[src/rtl/pipe_fetch_queue_pkg.sv]
// pipe_fetch_queue_pkg: shared pipeline constants for the fetch queue.
package pipe_fetch_queue_pkg;
   localparam int XLEN = 32;
   localparam int DEF_DEPTH = 4;
   localparam logic [XLEN-1:0] INST_NOP = 32'h0000_0000;
endpackage

[src/rtl/pipe_fetch_queue.sv]
// pipe_fetch_queue: IF->ID instruction queue with PC hold, flush and sticky overflow flag.
module pipe_fetch_queue
   import pipe_fetch_queue_pkg::*;
#(
   parameter int DEPTH = DEF_DEPTH,
   parameter int AW = $clog2(DEPTH)
) (
   input  logic            clk,
   input  logic            clrn,
   input  logic            if_valid,
   input  logic [XLEN-1:0] if_pc4,
   input  logic [XLEN-1:0] if_inst,
   output logic            pc_en,
   input  logic            id_ready,
   output logic            id_valid,
   output logic [XLEN-1:0] id_pc4,
   output logic [XLEN-1:0] id_inst,
   input  logic            flush,
   output logic [AW:0]     count,
   output logic            ovf
);
   logic [2*XLEN-1:0] mem_q [DEPTH];
   logic [AW-1:0] wp_q, wp_d, rp_q, rp_d;
   logic [AW:0] cnt_q, cnt_d;
   logic ovf_q, ovf_d;
   logic full, empty, push, pop;
   assign full = cnt_q == (AW+1)'(DEPTH);
   assign empty = cnt_q == '0;
   always_comb begin
      push = if_valid & ~full & ~flush;
      pop = ~empty & id_ready & ~flush;
      wp_d = flush ? '0 : wp_q + AW'(push);
      rp_d = flush ? '0 : rp_q + AW'(pop);
      cnt_d = flush ? '0 : cnt_q + (AW+1)'(push) - (AW+1)'(pop);
      ovf_d = ovf_q | (if_valid & full & ~flush);
   end
   always_ff @(posedge clk) begin
      if (clrn) begin
         wp_q <= '0;
         rp_q <= '0;
         cnt_q <= '0;
         ovf_q <= 1'b0;
      end else begin
         wp_q <= wp_d;
         rp_q <= rp_d;
         cnt_q <= cnt_d;
         ovf_q <= ovf_d;
      end
   end
   // storage needs no reset: it is only observed through a non-empty count
   always_ff @(posedge clk)
      if (!clrn && push) mem_q[wp_q] <= {if_pc4, if_inst};
   assign pc_en = ~full;
   assign id_valid = ~empty;
   assign id_pc4 = empty ? '0 : mem_q[rp_q][2*XLEN-1:XLEN];
   assign id_inst = empty ? INST_NOP : mem_q[rp_q][XLEN-1:0];
   assign count = cnt_q;
   assign ovf = ovf_q;
endmodule

[config.mk]
export PLATFORM = sky130hd
export DESIGN_NAME = pipe_fetch_queue
export DESIGN_NICKNAME = d
export VERILOG_FILES = /design/src/rtl/pipe_fetch_queue_pkg.sv /design/src/rtl/pipe_fetch_queue.sv
export SDC_FILE = /design/constraint.sdc
export NUM_CORES = 1
export LEC_CHECK = 0
export BUFFER_PORTS_ARGS = -buffer_cell sky130_fd_sc_hd__buf_2
export CORE_ASPECT_RATIO = 1.1
export CORE_MARGIN = 2
export CORE_UTILIZATION = 44
export CTS_CLUSTER_SIZE = 25
export DETAILED_ROUTE_END_ITERATION = 16
export PLACE_DENSITY = 0.7
export SYNTH_ARGS = -nofsm -noshare
export SYNTH_HDL_FRONTEND = slang
export SYNTH_SLANG_ARGS = --single-unit
[constraint.sdc]
create_clock -name clk -period 12.9 [get_ports clk]
set_input_delay 3.87 -clock clk [delete_from_list [all_inputs] [get_ports clk]]
set_output_delay 3.87 -clock clk [all_outputs]
set_load 0.05 [all_outputs]
# --- After elaboration in Yosys (flattened, before gate mapping) ---
# Memories as Yosys holds them, arrays and structs flattened. A register that Yosys moved wholly into a read port is not among the register bits.
# Index checks and enable logic that the tools add are counted.
word_totals:
  ff_bits: 8
  ram_bits: 256
  output_inout_bits: 70
  wordCells: 29
  memories: 1
mem_list:
  columns: ["memory", "words", "word_bits", "rd", "rd_ports_with_merged_regs", "write_ports", "line", "source"]
  rows:
  - ["mem_q", 4, 64, 1, 1, 1, "pipe_fetch_queue.sv:22", "logic [2*XLEN-1:0] mem_q [DEPTH];"]
op_classes:
  add_sub_neg: 4
  eq_ne: 1
  n_mux: 5
  n_bitwise: 10
  n_reduce_logical: 4
ops:
  columns: ["cell", "count"]
  rows:
  - ["two-way mux 32 bit", 2]
  - ["bitwise AND 1 bit", 6]
  - ["adder 2 x 1 -> 2 bit", 2]
  - ["adder 3 x 1 -> 3 bit", 1]
  - ["equality test 3 bit (second input constant)", 1]
  - ["logical NOT 3 bit", 1]
  - ["inverter 1 bit", 3]
  - ["subtractor 3 x 1 -> 3 bit", 1]
  - ["two-way mux 1 bit", 2]
  - ["two-way mux 2 bit", 1]
  - ["OR reduction 2 bit", 1]
  - ["logical AND 1 bit", 1]
  - ["logical NOT 1 bit", 1]
  - ["OR 1 bit", 1]

# --- Logic depth before layout (Yosys ltp) ---
logic_depth:
  ltp_word: 7
  ltp_mapped: 9

# --- Worst setup path after synthesis ---
# No wires, ideal clock.
synth_timing:
  path_type: "input-to-reg"
  startpoint: "input flush"
  endpoint: "memory mem_q[1][0] (netlist name) (enable)"
  setup_time_ns: 0.666
  t_arrival_ns: 10.935
  slack_ns: 1.299
  stages: 4
  path_buffers: 1
  cell_sequence: "clkbuf_1 > nor2b_1 > nand2_1 > nor4b_1"
synth_via:
  elab_chain_cells: 5
synth_lines:
  columns: ["item", "line", "source"]
  rows:
  - ["from (decl)", "pipe_fetch_queue.sv:18", "input logic flush,"]
  - ["inverter 1 bit", "pipe_fetch_queue.sv:30", "push = if_valid & ~full & ~flush;"]
  - ["bitwise AND 1 bit", "pipe_fetch_queue.sv:30", null]
  - ["logical AND 1 bit", "pipe_fetch_queue.sv:52", "if (!clrn && push) mem_q[wp_q] <= {if_pc4, if_inst};"]
  - ["two-way mux 1 bit", "pipe_fetch_queue.sv:52", null]
  - ["two-way mux 1 bit (implied by the code)", "pipe_fetch_queue.sv:52", null]
  - ["to (decl)", "pipe_fetch_queue.sv:22", null]
# Every way passes these cells.

==> impl_metrics.py <==
metrics = {
    "global_routing": {
        "grt_max_degree": 66,
        "grt_usage": 0.157,
        "grt_pass1_vias": 5321,
        "grt_pass1_wl_um": 28800,
        "overflow": 0,
        "antenna_found_initial": 3,
    },
    "detailed_routing": {
        "vias": 4798,
        "drtIter0Drc": 244,
        "wl_um": 18500,
        "antenna_left": 0,
        "dr.pass1.iters": 4,
        "post_drt_wl_per_cell_um": 20.0,
        "viasPerCell": 5.19,
        "route.detailed.drc": 0,
    },
    "job": {
        "drv_cap": 0,
    },
    "sta": {
        "final_hold_viol_count": 0,
        "min_period_ns": 6.87,
        "setup_violations": 0,
        "finalClockSkew_ns": 0.00571,
        "fmax_mhz": 145,
        "final.setup.tns_ns": 0,
        "rsz0062_at_grt": "false",
        "period_share": 0.533,
        "hold_slack_ns": 0.475,
        "maxSlewHeadroom": 0.255,
        "slew_viol_final": 0,
        "worstMarginPinSlew_ns": 1.12,
    },
    "status": {
        "run_status": "finished clean",
    },
    "logic_synthesis": {
        "syn-cell-area_um2": 10100,
        "synth-seq-area-share": 0.776,
        "synth.lib_cells_used.distinct": 31,
        "synth_seq_cells": 264,
        "yosys_warnings": 0,
        "synthCells": 453,
        "syn_avg_cell_area_um2": 22.3,
        "syn-num-nets": 525,
    },
    "cts": {
        "cts_buffers": 26,
        "clock_sinks": 264,
        "cts_resized": 0,
        "insertion_delay_ns": 0.51,
        "htree_num_levels": 1,
        "ctsHoldBuffers": 0,
        "cts_max_path_buffers": 3,
        "cts_root_buffer": "clkbuf_16",
        "post_cts_buffers": 0,
        "cts_tree": "yes",
        "clk_pin_slew_ns": 0.06,
    },
    "worst_setup_path": {
        "r2r_slack_ns": 10.72,
        "reg2reg_from": "count[2]",
        "cp_max_fo": 35,
        "arrival_ns": 3.00,
        "end_kind": "output port",
        "crit_end": "id_pc4[3]",
        "r2r_cells": 6,
        "timing.rr.end": "count[2]",
        "worst_ep_required_time_ns": 9.03,
        "crit_start": "rp_q[0]",
        "worstSetupStartpointType": "flop",
        "crit_type": "reg -> out",
    },
    "floorplan": {
        "core-area_um2": 22700,
        "dieArea_um2": 24200,
        "start_util": 0.445,
        "num_io_pins": 139,
        "die_w_um": 149,
        "num_rows": 58,
        "die_h_um": 163,
    },
    "cells_and_area": {
        "final_area_um2": 12100,
        "layout-drive-gt1-share": 0.412,
        "syn2layout_area_growth_pct": 19.7,
        "nets": 675,
    },
    "placed_design": {
        "hpwlAfterDp_um": 10800,
        "dpl_cell_area_um2": 11100,
        "gp_congestion": 0.722,
        "portBuffers": 138,
    },
    "hold_path": {
        "holdCritPathClass": "reg -> reg",
    },
    "power": {
        "p_per_area_nw_per_um2": 154,
        "vdd_drop_max_uv": 86.0,
        "power_leakage_uw": 0.00415,
    },
}
[flip-flops by register name, indices dropped and copies added (netlist names)]
signal and count:
mem_q 256, ovf 1, count 3, wp_q 2
rp_q 2
[layer usage]
layer  GRT usage  wire length [um]
met1       0.204              7800
met2       0.266              9110
met3      0.0403              1240
met4      0.0381               324
met5           0                27
[how the worst min path moves through the flow]
stage	startpoint	cells after the start	endpoint
after floorplan	wp_q[1]	2	wp_q[1]
after global placement	ovf	2	ovf
after detailed placement	ovf	2	ovf
after CTS	ovf	2	ovf
after global routing	ovf	2	ovf
final	ovf	2	ovf
[cell usage in the layout, fill, tap and decap left out, types with 4 or more instances in the layout]
master / instances
dfxtp_1: 6
edfxtp_1: 256
clkbuf_1: 4
bufinv_16: 8
nor3_1: 4
clkinv_1: 5
buf_4: 9
buf_2: 138
mux4_2: 64
clkbuf_16: 27
and2_1: 67
[stage by stage]
| stage | power [uW] | worst slack, ns | std cells | utilization |
|---|---|---|---|---|
| 4_1_cts | 1880 | 5.91 | 922 | 0.533 |
| 3_3_place_gp | 1040 | 6.47 | 875 | 0.490 |
| 2_1_floorplan | 1020 | 1.30 | 453 | - |
| 3_5_place_dp | 1050 | 6.46 | 875 | 0.490 |
| 6_report | 1860 | 6.03 | 924 | 0.533 |
| 5_1_grt | 1920 | 5.76 | 923 | 0.533 |
[worst max-delay path: stages (launching register included)]
cell and delay, ns:
dfxtp_4 0.78, buf_4 0.70, mux4_2 0.58, and2_1 0.19, buf_2 0.21
[report_power, final]
part | leakage (uW) | total [uW] | switching, uW | internal (uW)
registers | 0.00238 | 952 | 3.16 | 949
clock network | 0.000466 | 835 | 295 | 539
logic | 0.00130 | 77.4 | 52.3 | 25.1
total | 0.00415 | 1860 | 351 | 1510
[Yosys cell counts]
cell	number	share of area
a211o_1	1	0.00087
o311ai_0	1	0.00087
mux4_2	64	0.14
xnor2_1	3	0.0026
nor3_1	4	0.0020
ha_1	2	0.0025
nor2b_1	1	0.00062
buf_6	5	0.0056
a31oi_1	1	0.00062
edfxtp_1	256	0.76
nor4_1	1	0.00062
o21ai_0	1	0.00049
mux2i_1	1	0.00099
nor2_1	3	0.0011
or3_1	1	0.00062
or3b_1	1	0.00087
a211oi_1	1	0.00074
buf_4	2	0.0015
fa_1	1	0.0020
nor4bb_1	1	0.00099
nor4b_1	2	0.0017
o31ai_1	1	0.00074
clkbuf_2	4	0.0020
clkbuf_1	6	0.0022
dfxtp_1	8	0.016
inv_1	2	0.00074
nand2_1	1	0.00037
and2_1	67	0.041
o211ai_1	1	0.00074
xor2_1	2	0.0017
buf_2	8	0.0040
[cell type report]
type / instances / area (um^2)
Antenna cell: 2 / 5.00
Inverter: 2 / 7.51
Multi-Input combinational cell: 162 / 2140
Fill cell: 1802 / 10600
Timing Repair Buffer: 147 / 758
Clock buffer: 31 / 691
Tap cell: 300 / 375
Clock inverter: 16 / 277
Sequential cell: 264 / 7860
[logic make-up after synthesis]
| group | synth area share |
|---|---|
| xor gates and xnor gates | 0.00433 |
| buffers and inverters | 0.0160 |
| and+or+nand+nor | 0.0504 |
| muxes | 0.144 |
| AOI/OAI and AO/OA | 0.00508 |
| adders and majority gates | 0.00446 |
| DFF | 0.776 |
Note: power is estimated with default switching activity, not from simulation.
